--- config.mk ---
export PLATFORM = sky130hd
export DESIGN_NAME = dmem_arbiter_flat
export DESIGN_NICKNAME = d
export VERILOG_FILES = /design/src/rtl/dmem_arbiter_pkg.sv /design/src/rtl/dmem_arbiter_if.sv /design/src/rtl/dmem_lane_align.sv /design/src/rtl/dmem_arbiter.sv /design/src/flat_wrapper.sv
export SDC_FILE = /design/constraint.sdc
export NUM_CORES = 1
export LEC_CHECK = 0
export BUFFER_PORTS_ARGS = -buffer_cell sky130_fd_sc_hd__buf_2
export CAP_MARGIN = 15
export CORE_AREA = 4 4 96 98
export DETAILED_ROUTE_END_ITERATION = 7
export DIE_AREA = 0 0 100 102
export GPL_TIMING_DRIVEN = 0
export HOLD_SLACK_MARGIN = 0.05
export MAX_ROUTING_LAYER = met4
export PLACE_DENSITY = 0.65
export SYNTH_ARGS = -nofsm -noshare
export SYNTH_HDL_FRONTEND = slang
export SYNTH_SLANG_ARGS = --single-unit
--- constraint.sdc ---
create_clock -name clk -period 2.9 [get_ports clk]
set_clock_uncertainty 0.05 [all_clocks]
set_input_delay 0.145 -clock clk [delete_from_list [all_inputs] [get_ports clk]]
set_output_delay 0.145 -clock clk [all_outputs]
set_load 0.005 [all_outputs]
--- src/rtl/dmem_arbiter_pkg.sv ---
`default_nettype none
// ============================================================================
// Module : dmem_pkg
// Brief  : Shared types for the data-RAM arbiter. Access-size encodings,
//          response owner and the response tag that is captured at grant time.
// Rev    : 1.0  initial release
// ============================================================================
package dmem_pkg;

    // Access size as carried on dm_size
    typedef enum logic [1:0] {
        SZ_NONE = 2'b00,
        SZ_BYTE = 2'b01,
        SZ_HALF = 2'b10,
        SZ_WORD = 2'b11
    } size_e;

    // Which requester receives the response of a granted access
    typedef enum logic {
        OWN_IF = 1'b0,
        OWN_DM = 1'b1
    } owner_e;

    // Captured at grant and used one cycle later to route and shape the response
    typedef struct packed {
        logic       valid;
        owner_e     owner;
        logic [1:0] lo;     // effective byte offset inside the word
        size_e      size;
        logic       sign;
        logic       we;
        logic       err;    // misaligned access (only with address exceptions)
    } rsp_tag_t;

endpackage
`default_nettype wire

--- src/rtl/dmem_arbiter_if.sv ---
`default_nettype none
// ============================================================================
// Module : dmem_arbiter_if
// Brief  : Bundles the fetch port, load/store port and RAM port of the data
//          RAM arbiter. The slave modport is the arbiter's view; the master
//          modport is the view of the pipeline + RAM around it.
//          DMEM_ADDR_EXC_EN adds dm_adel / dm_ades.
// Rev    : 1.0  initial release
// ============================================================================
interface dmem_arbiter_if #(
    parameter int AW = 10
);
    // Fetch port
    logic          if_req;
    logic [31:0]   if_addr;
    logic          if_gnt;
    logic          if_rvalid;
    logic [31:0]   if_rdata;
    // Load/store port
    logic          dm_req;
    logic          dm_we;
    logic [1:0]    dm_size;
    logic          dm_sign;
    logic [31:0]   dm_addr;
    logic [31:0]   dm_wdata;
    logic          dm_gnt;
    logic          dm_rvalid;
    logic [31:0]   dm_rdata;
    // RAM port
    logic          ram_en;
    logic [3:0]    ram_we;
    logic [AW-1:0] ram_addr;
    logic [31:0]   ram_wdata;
    logic [31:0]   ram_rdata;

`ifdef DMEM_ADDR_EXC_EN
    logic          dm_adel;
    logic          dm_ades;

    modport slave (
        input  if_req, if_addr, dm_req, dm_we, dm_size, dm_sign, dm_addr, dm_wdata, ram_rdata,
        output if_gnt, if_rvalid, if_rdata, dm_gnt, dm_rvalid, dm_rdata,
        output ram_en, ram_we, ram_addr, ram_wdata, dm_adel, dm_ades
    );

    modport master (
        output if_req, if_addr, dm_req, dm_we, dm_size, dm_sign, dm_addr, dm_wdata, ram_rdata,
        input  if_gnt, if_rvalid, if_rdata, dm_gnt, dm_rvalid, dm_rdata,
        input  ram_en, ram_we, ram_addr, ram_wdata, dm_adel, dm_ades
    );
`else
    modport slave (
        input  if_req, if_addr, dm_req, dm_we, dm_size, dm_sign, dm_addr, dm_wdata, ram_rdata,
        output if_gnt, if_rvalid, if_rdata, dm_gnt, dm_rvalid, dm_rdata,
        output ram_en, ram_we, ram_addr, ram_wdata
    );

    modport master (
        output if_req, if_addr, dm_req, dm_we, dm_size, dm_sign, dm_addr, dm_wdata, ram_rdata,
        input  if_gnt, if_rvalid, if_rdata, dm_gnt, dm_rvalid, dm_rdata,
        input  ram_en, ram_we, ram_addr, ram_wdata
    );
`endif

endinterface
`default_nettype wire

--- src/rtl/dmem_lane_align.sv ---
`default_nettype none
// ============================================================================
// Module : dmem_lane_align
// Brief  : Combinational little-endian lane logic for a 4-byte-lane RAM.
//          Store side: byte enables and replicated write data.
//          Load side : extract the addressed byte/half and sign/zero extend.
// Ports  : i_size    access size
//          i_addr_lo byte offset inside the word
//          i_sign    1 = sign-extend loads
//          i_st_data right-justified store data
//          i_ld_data raw RAM word
//          o_st_we   byte write enables (bit i = lane i)
//          o_st_data lane-aligned store data
//          o_ld_data extended load data (0 for SZ_NONE)
// Rev    : 1.0  initial release
// ============================================================================
module dmem_lane_align
    import dmem_pkg::*;
(
    input  size_e       i_size,
    input  logic [1:0]  i_addr_lo,
    input  logic        i_sign,
    input  logic [31:0] i_st_data,
    input  logic [31:0] i_ld_data,
    output logic [3:0]  o_st_we,
    output logic [31:0] o_st_data,
    output logic [31:0] o_ld_data
);

    logic [7:0]  w_byte;
    logic [15:0] w_half;

    // Variable part-selects pick the addressed lane(s) directly
    assign w_byte = i_ld_data[{i_addr_lo, 3'b000} +: 8];
    assign w_half = i_ld_data[{i_addr_lo[1], 4'b0000} +: 16];

    always_comb begin
        o_st_we   = 4'b0000;
        o_st_data = 32'h0;
        o_ld_data = 32'h0;
        case (i_size)
            SZ_BYTE: begin
                o_st_we   = 4'b0001 << i_addr_lo;
                o_st_data = {4{i_st_data[7:0]}};
                o_ld_data = {{24{i_sign & w_byte[7]}}, w_byte};
            end
            SZ_HALF: begin
                o_st_we   = 4'b0011 << {i_addr_lo[1], 1'b0};
                o_st_data = {2{i_st_data[15:0]}};
                o_ld_data = {{16{i_sign & w_half[15]}}, w_half};
            end
            SZ_WORD: begin
                o_st_we   = 4'b1111;
                o_st_data = i_st_data;
                o_ld_data = i_ld_data;
            end
            default: ;
        endcase
    end

endmodule
`default_nettype wire

--- src/rtl/dmem_arbiter.sv ---
`default_nettype none
// ============================================================================
// Module : dmem_arbiter
// Brief  : Shares one single-port, 4-lane little-endian data RAM between the
//          instruction-fetch port and the load/store port. DM has priority
//          unless IF has been refused MAX_WAIT times in a row. Grants are
//          combinational; responses come exactly one cycle after grant.
// Ports  : clk, rst (synchronous, active-high)
//          bus : dmem_arbiter_if.slave
//                fetch  : if_req/if_addr -> if_gnt, if_rvalid, if_rdata
//                ld/st  : dm_req/we/size/sign/addr/wdata -> dm_gnt,
//                         dm_rvalid, dm_rdata (+ dm_adel/dm_ades)
//                RAM    : ram_en, ram_we, ram_addr, ram_wdata <- ram_rdata
// Config : DMEM_ADDR_EXC_EN - misaligned half/word accesses are not
//          performed and are reported on dm_adel/dm_ades. Undefined: the
//          misaligned low address bits are dropped and the access proceeds.
// Rev    : 1.0  initial release
// ============================================================================
module dmem_arbiter
    import dmem_pkg::*;
#(
    parameter int AW       = 10,
    parameter int MAX_WAIT = 4
) (
    input  logic           clk,
    input  logic           rst,
    dmem_arbiter_if.slave  bus
);

    localparam int                  c_CNT_W    = $clog2(MAX_WAIT + 1);
    localparam logic [c_CNT_W-1:0]  c_MAX_WAIT = c_CNT_W'(MAX_WAIT);

    logic [c_CNT_W-1:0] r_starve_cnt;
    rsp_tag_t           r_tag;

    logic        w_if_win;
    logic        w_if_gnt;
    logic        w_dm_gnt;
    logic        w_dm_ram;
    size_e       w_dm_size;
    logic [1:0]  w_dm_lo;
    logic        w_dm_err;
    logic [3:0]  w_st_we;
    logic [31:0] w_st_data;
    logic [31:0] w_st_unused_ld;
    logic [3:0]  w_ld_unused_we;
    logic [31:0] w_ld_unused_st;
    logic [31:0] w_ld_data;
    logic        w_rv;
    logic        w_if_rvalid;
    logic        w_dm_rvalid;

    // ------------------------------------------------------------------
    // Arbitration: DM wins unless IF has been starved long enough.
    // Reset masks both grants so no access or tag is taken during reset.
    // ------------------------------------------------------------------
    assign w_if_win = bus.if_req && (!bus.dm_req || (r_starve_cnt == c_MAX_WAIT));
    assign w_if_gnt = !rst && w_if_win;
    assign w_dm_gnt = !rst && bus.dm_req && !w_if_win;

    assign w_dm_size = size_e'(bus.dm_size);

    // Effective offset and misalignment classification
    always_comb begin
        w_dm_lo  = bus.dm_addr[1:0];
        w_dm_err = 1'b0;
        if (w_dm_size == SZ_HALF) begin
`ifdef DMEM_ADDR_EXC_EN
            w_dm_err = bus.dm_addr[0];
`else
            w_dm_lo[0] = 1'b0;
`endif
        end else if (w_dm_size == SZ_WORD) begin
`ifdef DMEM_ADDR_EXC_EN
            w_dm_err = (bus.dm_addr[1:0] != 2'b00);
`else
            w_dm_lo = 2'b00;
`endif
        end
    end

    // A DM grant only touches the RAM for a real, correctly aligned access
    assign w_dm_ram = w_dm_gnt && (w_dm_size != SZ_NONE) && !w_dm_err;

    dmem_lane_align u_store_align (
        .i_size    (w_dm_size),
        .i_addr_lo (w_dm_lo),
        .i_sign    (bus.dm_sign),
        .i_st_data (bus.dm_wdata),
        .i_ld_data (32'h0),
        .o_st_we   (w_st_we),
        .o_st_data (w_st_data),
        .o_ld_data (w_st_unused_ld)
    );

    // ------------------------------------------------------------------
    // RAM drive
    // ------------------------------------------------------------------
    assign bus.ram_en    = w_if_gnt || w_dm_ram;
    assign bus.ram_we    = (w_dm_ram && bus.dm_we) ? w_st_we : 4'b0000;
    assign bus.ram_wdata = (w_dm_ram && bus.dm_we) ? w_st_data : 32'h0;
    assign bus.ram_addr  = w_if_gnt ? bus.if_addr[AW+1:2] :
                           (w_dm_ram ? bus.dm_addr[AW+1:2] : '0);

    assign bus.if_gnt = w_if_gnt;
    assign bus.dm_gnt = w_dm_gnt;

    // ------------------------------------------------------------------
    // Starvation counter and response tag
    // ------------------------------------------------------------------
    always_ff @(posedge clk) begin
        if (rst) begin
            r_starve_cnt <= '0;
            r_tag        <= '0;
        end else begin
            if (w_if_gnt) begin
                r_starve_cnt <= '0;
            end else if (bus.if_req && (r_starve_cnt != c_MAX_WAIT)) begin
                r_starve_cnt <= r_starve_cnt + 1'b1;
            end

            r_tag.valid <= w_if_gnt || w_dm_gnt;
            r_tag.owner <= w_if_gnt ? OWN_IF : OWN_DM;
            r_tag.lo    <= w_dm_lo;
            r_tag.size  <= w_dm_size;
            r_tag.sign  <= bus.dm_sign;
            r_tag.we    <= bus.dm_we;
            r_tag.err   <= w_dm_err;
        end
    end

    // ------------------------------------------------------------------
    // Response routing. Gating with rst drops a response that is due in
    // the reset cycle itself, so every output reads 0 while rst is high.
    // ------------------------------------------------------------------
    dmem_lane_align u_load_align (
        .i_size    (r_tag.size),
        .i_addr_lo (r_tag.lo),
        .i_sign    (r_tag.sign),
        .i_st_data (32'h0),
        .i_ld_data (bus.ram_rdata),
        .o_st_we   (w_ld_unused_we),
        .o_st_data (w_ld_unused_st),
        .o_ld_data (w_ld_data)
    );

    assign w_rv        = r_tag.valid && !rst;
    assign w_if_rvalid = w_rv && (r_tag.owner == OWN_IF);
    assign w_dm_rvalid = w_rv && (r_tag.owner == OWN_DM);

    assign bus.if_rvalid = w_if_rvalid;
    assign bus.if_rdata  = w_if_rvalid ? bus.ram_rdata : 32'h0;
    assign bus.dm_rvalid = w_dm_rvalid;
    assign bus.dm_rdata  = (w_dm_rvalid && !r_tag.we && !r_tag.err) ? w_ld_data : 32'h0;

`ifdef DMEM_ADDR_EXC_EN
    assign bus.dm_adel = w_dm_rvalid && r_tag.err && !r_tag.we;
    assign bus.dm_ades = w_dm_rvalid && r_tag.err && r_tag.we;
`endif

    // Address bits outside the RAM word range and unused lane outputs
    logic w_unused;
    assign w_unused = ^{bus.if_addr[31:AW+2], bus.if_addr[1:0], bus.dm_addr[31:AW+2],
                        w_st_unused_ld, w_ld_unused_we, w_ld_unused_st};

endmodule
`default_nettype wire
--- src/flat_wrapper.sv ---
// flat-port wrapper written by rule: the top's interface ports become plain ports
module dmem_arbiter_flat import dmem_pkg::*;
#(
    parameter int AW       = 10,
    parameter int MAX_WAIT = 4
)
  (clk, rst, bus_if_req, bus_if_addr, bus_dm_req, bus_dm_we, bus_dm_size, bus_dm_sign, bus_dm_addr, bus_dm_wdata, bus_ram_rdata, bus_if_gnt, bus_if_rvalid, bus_if_rdata, bus_dm_gnt, bus_dm_rvalid, bus_dm_rdata, bus_ram_en, bus_ram_we, bus_ram_addr, bus_ram_wdata);
  dmem_arbiter_if #(.AW(AW)) bus_i ();
  input  logic clk;
  input  logic rst;
  input wire logic [$bits(bus_i.if_req)-1:0] bus_if_req;
  input wire logic [$bits(bus_i.if_addr)-1:0] bus_if_addr;
  input wire logic [$bits(bus_i.dm_req)-1:0] bus_dm_req;
  input wire logic [$bits(bus_i.dm_we)-1:0] bus_dm_we;
  input wire logic [$bits(bus_i.dm_size)-1:0] bus_dm_size;
  input wire logic [$bits(bus_i.dm_sign)-1:0] bus_dm_sign;
  input wire logic [$bits(bus_i.dm_addr)-1:0] bus_dm_addr;
  input wire logic [$bits(bus_i.dm_wdata)-1:0] bus_dm_wdata;
  input wire logic [$bits(bus_i.ram_rdata)-1:0] bus_ram_rdata;
  output wire logic [$bits(bus_i.if_gnt)-1:0] bus_if_gnt;
  output wire logic [$bits(bus_i.if_rvalid)-1:0] bus_if_rvalid;
  output wire logic [$bits(bus_i.if_rdata)-1:0] bus_if_rdata;
  output wire logic [$bits(bus_i.dm_gnt)-1:0] bus_dm_gnt;
  output wire logic [$bits(bus_i.dm_rvalid)-1:0] bus_dm_rvalid;
  output wire logic [$bits(bus_i.dm_rdata)-1:0] bus_dm_rdata;
  output wire logic [$bits(bus_i.ram_en)-1:0] bus_ram_en;
  output wire logic [$bits(bus_i.ram_we)-1:0] bus_ram_we;
  output wire logic [$bits(bus_i.ram_addr)-1:0] bus_ram_addr;
  output wire logic [$bits(bus_i.ram_wdata)-1:0] bus_ram_wdata;
  assign bus_i.if_req = bus_if_req;
  assign bus_i.if_addr = bus_if_addr;
  assign bus_i.dm_req = bus_dm_req;
  assign bus_i.dm_we = bus_dm_we;
  assign bus_i.dm_size = bus_dm_size;
  assign bus_i.dm_sign = bus_dm_sign;
  assign bus_i.dm_addr = bus_dm_addr;
  assign bus_i.dm_wdata = bus_dm_wdata;
  assign bus_i.ram_rdata = bus_ram_rdata;
  assign bus_if_gnt = bus_i.if_gnt;
  assign bus_if_rvalid = bus_i.if_rvalid;
  assign bus_if_rdata = bus_i.if_rdata;
  assign bus_dm_gnt = bus_i.dm_gnt;
  assign bus_dm_rvalid = bus_i.dm_rvalid;
  assign bus_dm_rdata = bus_i.dm_rdata;
  assign bus_ram_en = bus_i.ram_en;
  assign bus_ram_we = bus_i.ram_we;
  assign bus_ram_addr = bus_i.ram_addr;
  assign bus_ram_wdata = bus_i.ram_wdata;
  dmem_arbiter #(.AW(AW), .MAX_WAIT(MAX_WAIT)) u_core (.clk(clk), .rst(rst), .bus(bus_i));
endmodule
==> results.yml <==
power:
  p_sw_frac: 0.354
  power_frac_comb: 0.519
  total_power_uw: 651
  power.density_mw_per_mm2: 191
  p_sw_uw: 230
  internal_power_uw: 421
  power.leakage_uw: 0.00181
  pwr-share-seq: 0.252
  clkPwrFrac: 0.229
  peakVddDrop_v: 0.000114
clock_network:
  cts_resized: 0
  clock_path_buffers: 2
  hold_buffers: 0
  cts_root_buf: "clkbuf_8"
  cts.sinks: 11
  cts_tree: "built"
  clk_latency_ps: 230
  cts_buffers: 3
  clkTransAtPathRegs_ps: 50
  h-tree-depth: 1
  post_cts.repair.setup_buffers: 0
setup_path:
  r2r-start: "u_core.r_starve_cnt[0]"
  cp.arrival_ps: 1820
  crit_type: "reg -> out"
  start_kind: "flip-flop"
  max_stage_delay_ps: 330
  critPathLaunch: "u_core.r_starve_cnt[0]"
  reg2reg_depth: 6
  crit_cells: 8
  crit_path_end_kind: "output pin"
  cp_common_cell: "buf_2"
  crit_path_max_fanout: 10
  crit_path_top_delay_cell: "dfxtp_1"
  cp_top_family: "simple AND/OR/NAND/NOR gates"
  crit_required_ps: 2710
  worstPathCellList: "inv_1 -> ha_1 -> nand3_1 -> nand2_1 -> nor3_1 -> buf_2 -> a22o_1 -> buf_2"
  cp_num_buf_inv: 3
drt:
  routed_wl_um: 10400
  ant_nets: 0
  routed_via_density: 4.84
  drt_pre_antenna_iters: 7
  wl_per_cell_um: 16.3
  drc: 0
  via_count: 3073
  drt_iter0_drc: 69
flow_run:
  maxCapViolCount: 0
logic_synthesis:
  netlist_instances: 314
  ys_types: 37
  synth_warnings: 0
  syn_area_mm2: 0.00219
  ys_seq_elements: 11
  syn_avg_cell_area_um2: 6.98
  synth_seq_area_share: 0.101
  syn-num-nets: 452
sta:
  rsz0062_at_grt: "no"
  timing.hold.ws_ps: 75.4
  final.setup.worst_slack_ps: 883
  setup_viol: 0
  relSlewSlack: 0.581
  slew_viol_final: 0
  fin_setup_tns_ps: 0
  hold_viol: 0
  period_needed_ps: 2020
  max_clock_freq_ghz: 0.496
  worst_slew_pin_slew_ps: 624
  post-route-period-util: 0.696
global_routing:
  groute.usage.overall: 0.190
  antenna_found_initial: 1
  grt_overflow: 0
  grt_pass1_wl_um: 15100
  grt_max_degree: 11
  first_global_vias: 2939
floorplan:
  initial_utilization: 0.259
  fp.coreArea_mm2: 0.00847
  ioPinCount: 251
  die_w_um: 100
  die_y_um: 102
  num_rows: 34
  die_area_mm2: 0.0102
worst_hold_path:
  min_path_cells: 2
  hold_path.startpoint: "bus_dm_sign"
  hold_class: "in -> reg"
place:
  hpwlAfterDp_um: 8870
  pre_cts_slack_ps: 1110
  dp.cells: 630
  port_buffers: 208
  gp_congestion: 0.928
finish:
  fill_cells: 955
  layout.cells.non_filler: 635
  syn_to_final_growth_pct: 55.9
  drive_above_1_share: 0.546
  nNetsFinal: 665
run_status:
  outcome: "completed"
-- cells in the final DEF, fill, tap and decap left out, types with 2 or more instances in the layout --
cell      netlist  final
a21oi_2         9      9
clkbuf_1        7      7
nor3_1          2      2
dfxtp_1        11     11
a222oi_1        7      7
buf_8           2      2
inv_1           5      5
mux2i_1         2      2
buf_6           2      2
a21oi_1        44     44
clkbuf_8        0      3
buf_2          14    222
ha_1            2      2
o21ai_0         4      4
nand2_1        61     61
nor2_1         21     21
nor2b_1         7      7
mux2_4          4      4
a22o_1         10     10
nor3b_1         3      3
mux2_2         36     36
nand3_1         3      3
nand2b_1        3      3
and2_1         41     41
-- stage by stage --
step                area [um^2]   util
detailed placement         3370  0.398
floorplan                  2190      -
finish                     3420  0.403
global placement           3370  0.398
CTS                        3410  0.403
global route               3420  0.403
-- final timing paths --
kind                                               end  slack [ps]
worst max-delay path                   bus_ram_addr[7]         880
worst min-delay path                   u_core.r_tag[2]          80
worst max register to register  u_core.r_starve_cnt[0]        1550
worst min register to register  u_core.r_starve_cnt[1]         440
-- cell usage after synthesis (all sizes together) --
library cell	number	area [um^2]
a211oi	1	12.5
a21boi	1	11.3
a21oi	54	315
a222oi	7	70.1
a22o	10	87.6
and2	41	257
and3b	1	8.76
buf	19	126
clkbuf	7	26.3
dfxtp	11	220
ha	2	25.0
inv	5	18.8
mux2	40	465
mux2i	2	20.0
nand2	61	229
nand2b	3	18.8
nand3	3	15.0
nand3b	1	7.51
nand4b	1	8.76
nor2	21	78.8
nor2b	7	43.8
nor3	3	26.3
nor3b	4	35.0
o21a	1	7.51
o21ai	7	50.1
or2	1	6.26
-- sequential cells by signal, indices dropped and copies added, names as in the netlist --
signal	flops
u_core.r_starve_cnt	3
u_core.r_tag	8
-- cell families (layout without fill, tap and decap cells) --
group                      Yosys count  after routing  synth area share
muxes                               42             42             0.222
adders and majority gates            2              2            0.0114
AOI/OAI and AO/OA                   81             81             0.253
and+or+nand+nor                    147            147             0.335
other                                0              1                 0
buffers and inverters               31            243            0.0782
DFF                                 11             11             0.101
-- power groups by stage --
| stage | registers, uW | clock network (uW) | logic (uW) |
|---|---|---|---|
| after floorplan | 166 | 0 | 179 |
| after CTS | 164 | 157 | 339 |
| after global routing | 165 | 165 | 369 |
| after detailed placement | 167 | 0 | 338 |
| after global placement | 167 | 0 | 334 |
| final | 164 | 149 | 338 |
-- worst register-to-register path: cells and delay by family (launching register included) --
family	cells	cell delay [ps]
AOI/OAI and AO/OA	1	210
adders and majority gates	1	240
buffers and inverters	1	60
DFF	1	330
muxes	1	260
and+or+nand+nor	2	150
-- per-layer routing --
metal	up-vias	global-route usage	wire length, um
met2	178	0.361	5230
li1	1515	-	-
met3	6	0.0341	1060
met4	0	0.0311	94
met1	1374	0.209	3960
met5	-	-	0
-- layout make-up --
cell class | count | area [um^2] | share of cell area
multi-input cells | 272 | 1800 | 0.527
plain buffers | 26 | 153 | 0.0447
flip-flops and latches | 11 | 220 | 0.0645
diodes | 1 | 2.50 | 0.000733
repair buffers | 208 | 1040 | 0.305
well taps | 108 | 135 | 0.0396
inverters | 5 | 18.8 | 0.00549
clock inverters | 1 | 5.00 | 0.00147
clock buffers | 3 | 41.3 | 0.0121
Note: power is estimated with default switching activity, not from simulation.
